==> config.mk <==
export PLATFORM = sky130hd
export DESIGN_NAME = obi_uart
export DESIGN_NICKNAME = d
export VERILOG_FILES = /design/src/rtl/obi_uart.sv
export SDC_FILE = /design/constraint.sdc
export NUM_CORES = 1
export LEC_CHECK = 0
export ABC_CLOCK_PERIOD_IN_PS = 3000
export BUFFER_PORTS_ARGS = -buffer_cell sky130_fd_sc_hd__buf_2
export CORE_AREA = 2 2 133 135
export DETAILED_ROUTE_END_ITERATION = 8
export DIE_AREA = 0 0 135 137
export PLACE_DENSITY = 0.65
export SLEW_MARGIN = 5
export SYNTH_ARGS = -nofsm -noshare
export SYNTH_HDL_FRONTEND = slang
export SYNTH_SLANG_ARGS = --single-unit
==> constraint.sdc <==
create_clock -name clk_i -period 3 [get_ports clk_i]
set_input_delay 0.6 -clock clk_i [delete_from_list [all_inputs] [get_ports clk_i]]
set_output_delay 0.6 -clock clk_i [all_outputs]
set_load 0.02 [all_outputs]
==> src/rtl/obi_uart.sv <==
// obi_uart: memory-mapped 8N1 UART on the internal OBI data bus.
//
// State table, TX FSM:
//   state    | meaning
//   TX_IDLE  | line high, waiting for a byte in the TX FIFO
//   TX_START | driving the start bit (0) for one bit time
//   TX_DATA  | shifting out 8 data bits, LSB first
//   TX_STOP  | driving the stop bit (1); may chain straight into the next frame
//
// State table, RX FSM:
//   state    | meaning
//   RX_IDLE  | waiting for a falling edge on the synchronised line
//   RX_START | waiting half a bit to confirm the start bit
//   RX_DATA  | sampling 8 data bits, one per bit time
//   RX_STOP  | sampling the stop bit, then load or flag a framing error
//
// Ports:
//   clk_i, rst_ni     clock, asynchronous active-low reset
//   obi_req_i         request (already qualified by block select)
//   obi_gnt_o         registered one-cycle grant
//   obi_addr_i        byte address, bits [3:2] select the register
//   obi_we_i, obi_be_i, obi_wdata_i   write controls and data
//   obi_rvalid_o      response valid, cycle after grant
//   obi_rdata_o       read data, zero outside rvalid and for writes
//   uart_tx_o         serial output, idle high
//   uart_rx_i         serial input, asynchronous
//   irq_o             registered level interrupt
module obi_uart #(
  parameter int SOC_ADDR_WIDTH = 32,
  parameter int CLK_FREQ       = 25_000_000,
  parameter int BAUDRATE       = 115200,
  parameter int TX_FIFO_DEPTH  = 8
) (
  input  logic                      clk_i,
  input  logic                      rst_ni,
  input  logic                      obi_req_i,
  output logic                      obi_gnt_o,
  input  logic [SOC_ADDR_WIDTH-1:0] obi_addr_i,
  input  logic                      obi_we_i,
  input  logic [3:0]                obi_be_i,
  input  logic [31:0]               obi_wdata_i,
  output logic                      obi_rvalid_o,
  output logic [31:0]               obi_rdata_o,
  output logic                      uart_tx_o,
  input  logic                      uart_rx_i,
  output logic                      irq_o
);

  localparam int DIV  = (CLK_FREQ + BAUDRATE / 2) / BAUDRATE;
  localparam int HALF = DIV / 2;
  localparam int CW   = $clog2(DIV);
  localparam int AW   = $clog2(TX_FIFO_DEPTH);
  localparam logic [CW-1:0] DIV_M1  = CW'(DIV - 1);
  localparam logic [CW-1:0] HALF_M1 = CW'(HALF - 1);

  typedef enum logic [1:0] {TX_IDLE, TX_START, TX_DATA, TX_STOP} tx_state_e;
  typedef enum logic [1:0] {RX_IDLE, RX_START, RX_DATA, RX_STOP} rx_state_e;

  // ---------------- bus handshake and decode ----------------
  logic        gnt_q, rvalid_q, irq_q;
  logic [31:0] rdata_q, rd_val;
  logic [1:0]  reg_sel, irq_en_q;
  logic        wr_acc, rd_acc, wr_data, wr_irq_en, rd_data, rd_status;

  assign reg_sel   = obi_addr_i[3:2];
  assign wr_acc    = gnt_q & obi_we_i;
  assign rd_acc    = gnt_q & ~obi_we_i;
  assign wr_data   = wr_acc & (reg_sel == 2'd0) & obi_be_i[0];
  assign wr_irq_en = wr_acc & (reg_sel == 2'd2);
  assign rd_data   = rd_acc & (reg_sel == 2'd0);
  assign rd_status = rd_acc & (reg_sel == 2'd1);

  assign obi_gnt_o    = gnt_q;
  assign obi_rvalid_o = rvalid_q;
  assign obi_rdata_o  = rdata_q;
  assign irq_o        = irq_q;

  logic unused_bits;
  assign unused_bits = ^{obi_addr_i[SOC_ADDR_WIDTH-1:4], obi_addr_i[1:0],
                         obi_wdata_i[31:8], obi_be_i[3:1]};

  // ---------------- TX FIFO ----------------
  logic [7:0]  fifo_q [TX_FIFO_DEPTH];
  logic [AW:0] wr_ptr_q, rd_ptr_q;
  logic        tx_full, tx_empty, tx_pop, push, drop_set;

  assign tx_empty = (wr_ptr_q == rd_ptr_q);
  assign tx_full  = (wr_ptr_q[AW] != rd_ptr_q[AW]) &&
                    (wr_ptr_q[AW-1:0] == rd_ptr_q[AW-1:0]);
  // the pop in the same cycle frees a slot, so a full FIFO still accepts
  assign push     = wr_data & (~tx_full | tx_pop);
  assign drop_set = wr_data & tx_full & ~tx_pop;

  always_ff @(posedge clk_i) begin
    if (push) fifo_q[wr_ptr_q[AW-1:0]] <= obi_wdata_i[7:0];
  end

  always_ff @(posedge clk_i or negedge rst_ni) begin
    if (!rst_ni) begin
      wr_ptr_q <= '0;
      rd_ptr_q <= '0;
    end else begin
      if (push)   wr_ptr_q <= wr_ptr_q + (AW+1)'(1);
      if (tx_pop) rd_ptr_q <= rd_ptr_q + (AW+1)'(1);
    end
  end

  // ---------------- TX FSM ----------------
  tx_state_e   tx_state_q, tx_state_d;
  logic [CW-1:0] tx_cnt_q, tx_cnt_d;
  logic [7:0]  tx_shift_q, tx_shift_d;
  logic [2:0]  tx_bit_q, tx_bit_d;
  logic        tx_line_q, tx_line_d, tx_tc, tx_busy;

  assign tx_tc     = (tx_cnt_q == '0);
  assign tx_busy   = (tx_state_q != TX_IDLE);
  assign uart_tx_o = tx_line_q;

  always_comb begin
    tx_state_d = tx_state_q;
    tx_cnt_d   = tx_cnt_q;
    tx_shift_d = tx_shift_q;
    tx_bit_d   = tx_bit_q;
    tx_pop     = 1'b0;
    case (tx_state_q)
      TX_IDLE: begin
        if (!tx_empty) begin
          tx_pop     = 1'b1;
          tx_shift_d = fifo_q[rd_ptr_q[AW-1:0]];
          tx_cnt_d   = DIV_M1;
          tx_state_d = TX_START;
        end
      end
      TX_START: begin
        if (tx_tc) begin
          tx_cnt_d   = DIV_M1;
          tx_bit_d   = 3'd0;
          tx_state_d = TX_DATA;
        end else begin
          tx_cnt_d = tx_cnt_q - CW'(1);
        end
      end
      TX_DATA: begin
        if (tx_tc) begin
          tx_cnt_d = DIV_M1;
          if (tx_bit_q == 3'd7) begin
            tx_state_d = TX_STOP;
          end else begin
            tx_shift_d = {1'b0, tx_shift_q[7:1]};
            tx_bit_d   = tx_bit_q + 3'd1;
          end
        end else begin
          tx_cnt_d = tx_cnt_q - CW'(1);
        end
      end
      TX_STOP: begin
        if (tx_tc) begin
          // chain the next frame without an idle bit
          if (!tx_empty) begin
            tx_pop     = 1'b1;
            tx_shift_d = fifo_q[rd_ptr_q[AW-1:0]];
            tx_cnt_d   = DIV_M1;
            tx_state_d = TX_START;
          end else begin
            tx_state_d = TX_IDLE;
          end
        end else begin
          tx_cnt_d = tx_cnt_q - CW'(1);
        end
      end
      default: tx_state_d = TX_IDLE;
    endcase
    // line level follows the next state so the output is a clean flop
    tx_line_d = 1'b1;
    if (tx_state_d == TX_START)     tx_line_d = 1'b0;
    else if (tx_state_d == TX_DATA) tx_line_d = tx_shift_d[0];
  end

  always_ff @(posedge clk_i or negedge rst_ni) begin
    if (!rst_ni) begin
      tx_state_q <= TX_IDLE;
      tx_cnt_q   <= '0;
      tx_shift_q <= '0;
      tx_bit_q   <= '0;
      tx_line_q  <= 1'b1;
    end else begin
      tx_state_q <= tx_state_d;
      tx_cnt_q   <= tx_cnt_d;
      tx_shift_q <= tx_shift_d;
      tx_bit_q   <= tx_bit_d;
      tx_line_q  <= tx_line_d;
    end
  end

  // ---------------- RX FSM ----------------
  rx_state_e   rx_state_q, rx_state_d;
  logic [CW-1:0] rx_cnt_q, rx_cnt_d;
  logic [7:0]  rx_shift_q, rx_shift_d;
  logic [2:0]  rx_bit_q, rx_bit_d;
  logic [1:0]  rx_sync_q;
  logic        rx_prev_q, rx_s, rx_tc, rx_load, rx_ferr;

  assign rx_s  = rx_sync_q[1];
  assign rx_tc = (rx_cnt_q == '0);

  always_comb begin
    rx_state_d = rx_state_q;
    rx_cnt_d   = rx_cnt_q;
    rx_shift_d = rx_shift_q;
    rx_bit_d   = rx_bit_q;
    rx_load    = 1'b0;
    rx_ferr    = 1'b0;
    case (rx_state_q)
      RX_IDLE: begin
        if (rx_prev_q && !rx_s) begin
          rx_cnt_d   = HALF_M1;
          rx_state_d = RX_START;
        end
      end
      RX_START: begin
        if (rx_tc) begin
          if (rx_s) begin
            rx_state_d = RX_IDLE;
          end else begin
            rx_cnt_d   = DIV_M1;
            rx_bit_d   = 3'd0;
            rx_state_d = RX_DATA;
          end
        end else begin
          rx_cnt_d = rx_cnt_q - CW'(1);
        end
      end
      RX_DATA: begin
        if (rx_tc) begin
          rx_shift_d = {rx_s, rx_shift_q[7:1]};
          rx_cnt_d   = DIV_M1;
          if (rx_bit_q == 3'd7) rx_state_d = RX_STOP;
          else                  rx_bit_d   = rx_bit_q + 3'd1;
        end else begin
          rx_cnt_d = rx_cnt_q - CW'(1);
        end
      end
      RX_STOP: begin
        if (rx_tc) begin
          rx_load    = rx_s;
          rx_ferr    = ~rx_s;
          rx_state_d = RX_IDLE;
        end else begin
          rx_cnt_d = rx_cnt_q - CW'(1);
        end
      end
      default: rx_state_d = RX_IDLE;
    endcase
  end

  always_ff @(posedge clk_i or negedge rst_ni) begin
    if (!rst_ni) begin
      rx_sync_q  <= 2'b11;
      rx_prev_q  <= 1'b1;
      rx_state_q <= RX_IDLE;
      rx_cnt_q   <= '0;
      rx_shift_q <= '0;
      rx_bit_q   <= '0;
    end else begin
      rx_sync_q  <= {rx_sync_q[0], uart_rx_i};
      rx_prev_q  <= rx_s;
      rx_state_q <= rx_state_d;
      rx_cnt_q   <= rx_cnt_d;
      rx_shift_q <= rx_shift_d;
      rx_bit_q   <= rx_bit_d;
    end
  end

  // ---------------- status flags ----------------
  logic [7:0] rx_byte_q;
  logic       rx_valid_q, rx_ovr_q, rx_ferr_q, tx_drop_q;

  // new events win over a STATUS read clear: they were not in the returned value
  always_ff @(posedge clk_i or negedge rst_ni) begin
    if (!rst_ni) begin
      rx_byte_q  <= '0;
      rx_valid_q <= 1'b0;
      rx_ovr_q   <= 1'b0;
      rx_ferr_q  <= 1'b0;
      tx_drop_q  <= 1'b0;
    end else begin
      if (rx_load) begin
        rx_byte_q  <= rx_shift_q;
        rx_valid_q <= 1'b1;
      end else if (rd_data) begin
        rx_valid_q <= 1'b0;
      end
      // a coinciding DATA read consumes the old byte, so no overrun then
      if (rx_load && rx_valid_q && !rd_data) rx_ovr_q <= 1'b1;
      else if (rd_status)                    rx_ovr_q <= 1'b0;
      if (rx_ferr)        rx_ferr_q <= 1'b1;
      else if (rd_status) rx_ferr_q <= 1'b0;
      if (drop_set)       tx_drop_q <= 1'b1;
      else if (rd_status) tx_drop_q <= 1'b0;
    end
  end

  always_comb begin
    rd_val = '0;
    case (reg_sel)
      2'd0:    rd_val = {24'b0, rx_valid_q ? rx_byte_q : 8'h00};
      2'd1:    rd_val = {25'b0, tx_drop_q, rx_ferr_q, rx_ovr_q, rx_valid_q,
                         tx_busy, tx_empty, tx_full};
      2'd2:    rd_val = {30'b0, irq_en_q};
      default: rd_val = '0;
    endcase
  end

  always_ff @(posedge clk_i or negedge rst_ni) begin
    if (!rst_ni) begin
      gnt_q    <= 1'b0;
      rvalid_q <= 1'b0;
      rdata_q  <= '0;
      irq_en_q <= '0;
      irq_q    <= 1'b0;
    end else begin
      gnt_q    <= obi_req_i & ~gnt_q & ~rvalid_q;
      rvalid_q <= gnt_q;
      rdata_q  <= rd_acc ? rd_val : '0;
      if (wr_irq_en) irq_en_q <= obi_wdata_i[1:0];
      irq_q    <= (irq_en_q[0] & rx_valid_q) |
                  (irq_en_q[1] & tx_empty & ~tx_busy);
    end
  end

endmodule

==> metrics.txt <==
proportion of synthesized flip-flops having asynchronous set or reset 0.552; yosys warns 0; IO Port Bufs 27; placeable core area 0.0171 mm^2; area share of the largest cell type after synthesis 0.286; overall global routing resource usage 0.146; maximum clock rate 387 MHz; final worst path period share 0.860; vias after detailed routing 4254; global-route wire length before repair 20.8 mm; required time of the critical path 3070 ps; Leak Pwr 0.00318 uW; result of the run completed; pin count of the biggest net entering global routing 80; number of enable flip-flop cells after synthesis 64; unrepaired setup endpoints after global routing false; mean cell area of the mapped netlist 12.3 um^2; CTS Buffer Depth 2; overall power 7140 uW; detailed-routing iteration count for the pre-antenna-repair pass 4; worst hold path stage count 1; slack of the worst reg-to-reg path 420 ps; category of the worst setup path launch point flip-flop; sort of element at the end of the critical path flip-flop; width of the chip 135 um; postcts setup bufs 0; Main synth FF type dfrtp_1; mapped cell area 0.00671 mm^2; largest area contributor in the synthesized netlist edfxtp_1; DPL Wire Length 8.51 mm; sum of negative setup slack 0 ps; cell depth of the worst flop-to-flop path 6; starting density of the core 0.393; post-layout minimum cycle time 2580 ps; Least-Margin Pin Slew 1020 ps; type of the most critical hold path in2reg; Synth-to-Final Area Change 14.6%; number of global-route vias before repair 4172; area post-placement 0.00711 mm^2; wire length after detailed routing 12.6 mm; initial detailed-routing violation count 187; share of post-route cells with drive strength above 1 0.212; clk_lat worst skew 420 ps; antenna diode count 0; clock root buffer clkbuf_16; critical path start-end classification reg2reg; GRT overflow 0; row count 48; setup skew after layout 6.71 ps; sequential fraction of the synthesis area 0.582; Commonest cells post-synth dfrtp_1, edfxtp_1, nand2_1; final net count 685; number of primary I/O pins 109; number of gates given a new drive strength after cts 0; clock tree from TritonCTS done; chip height 137 um; H-Tree Depth 4; largest voltage drop on the vdd net 0.426 mV; power density over the cells 927 mW/mm^2; Slew Viols, Final 0; data arrival time of the worst path 2650 ps; number of buffers inserted for hold repair after clock tree synthesis 0; highest fanout seen on the critical path 8; number of DRC violations after detailed routing 0; clock buffers created by TritonCTS 17; flip-flop and latch count after synthesis 143; Gate Count Post-Synth 545; maximum capacitance violations 0; number of sinks handled by clock tree synthesis 143; headroom to the max-slew limit 0.319; synth top area cells edfxtp_1, dfrtp_1, mux4_2; number of library cell types mapped by synthesis 55; detail-routed net length per standard cell 15.2 um; clock-pin slew on the worst setup and hold paths 60 ps; count leader, synth dfrtp_1; routability congestion estimate from global placement 0.779; vias per cell 5.14; floorplan die area 0.0185 mm^2; setup-violating endpoint count in the final report 0; Post-DRT Antenna Nets 0; post-route cell area 0.00769 mm^2; Final Hold Vio Count 0; initial antenna violation count 0
-- cells in the final DEF (no fill, tap or decap), types with 4 or more instances in the layout --
cell type,synthesis,layout
a21oi_1,21,21
a22o_1,11,11
a22oi_1,6,6
a31oi_1,4,4
buf_2,6,26
buf_4,24,22
clkbuf_16,0,17
conb_1,1,24
dfrtp_1,75,75
dfstp_2,4,4
edfxtp_1,64,64
ha_1,21,21
inv_1,20,20
inv_6,0,6
mux2_2,21,21
mux2i_1,8,8
mux4_2,16,16
nand2_1,54,54
nand2b_1,11,11
nand3_1,7,7
nor2_1,47,47
nor3_1,8,8
o21ai_0,42,42
o22ai_1,4,4
xnor2_1,10,10
-- flip-flops by register name (all words and copies together), names as in the netlist, 2 cells and up, named ones only --
register and count:
fifo_q 64, obi_rdata_o 8, rx_byte_q 8, rx_cnt_q 8, rx_shift_q 8, tx_cnt_q 8, tx_shift_q 8, rd_ptr_q 4
wr_ptr_q 4, rx_bit_q 3, tx_bit_q 3, irq_en_q 2, rx_sync_q 2, tx_state_q 2
-- routing by layer --
layer | routed length, um | GRT usage | vias to the layer above
met5 | 0 | 0 | -
met4 | 312 | 0.0637 | 0
met3 | 569 | 0.0396 | 26
met2 | 6060 | 0.234 | 121
met1 | 5650 | 0.188 | 2088
li1 | - | - | 2019
-- report_power, final --
group          leakage, uW  switching [uW]  internal, uW  total (uW)
logic              0.00130            1420          1070        2490
clock network     0.000275             844          1230        2080
registers          0.00161             260          2310        2570
total              0.00318            2530          4610        7140
-- per-stage QoR --
step / setup WS, ps / utilization / cells / hold WS (ps)
2_1_floorplan: 241 / - / 568 / 304
3_3_place_gp: 473 / 0.417 / 797 / 355
3_5_place_dp: 422 / 0.417 / 797 / 353
4_1_cts: 405 / 0.451 / 828 / 271
5_1_grt: 281 / 0.451 / 828 / 273
6_report: 419 / 0.451 / 828 / 284
-- path summary, 6_finish.rpt --
kind                          startpoint      endpoint
setup / recovery           tx_state_q[0]  fifo_q[7][5]
hold / removal                 uart_rx_i  rx_sync_q[0]
setup reg to reg           tx_state_q[0]  fifo_q[7][5]
hold reg to reg             rx_sync_q[0]  rx_sync_q[1]
max in group asynchronous         rst_ni   rx_cnt_q[4]
min in group asynchronous         rst_ni   tx_bit_q[0]
-- kinds of logic after synthesis --
kind of cell	count (synthesis)	synth area share
adders and majority gates	21	0.0391
muxes	45	0.101
xor gates and xnor gates	13	0.0170
DFF	143	0.582
other	1	0.000559
and+or+nand+nor	147	0.104
buffers and inverters	64	0.0503
AOI/OAI and AO/OA	111	0.106
-- area by class of cell --
| type | instances | area, um^2 |
|---|---|---|
| repair buffers | 48 | 295 |
| flip-flops and latches | 143 | 3900 |
| inverters | 20 | 75.1 |
| well taps | 225 | 282 |
| multi-input cells | 361 | 2560 |
| clock inverters | 14 | 156 |
| clock buffers | 17 | 425 |
| fillers | 1539 | 9360 |
-- critical path, stage by stage (launching register included) --
cell,delay (ps)
dfrtp_1,450
inv_1,110
ha_1,410
or3_4,460
a21oi_4,250
nand4_1,170
inv_1,380
(Power assumes the default switching activity.)
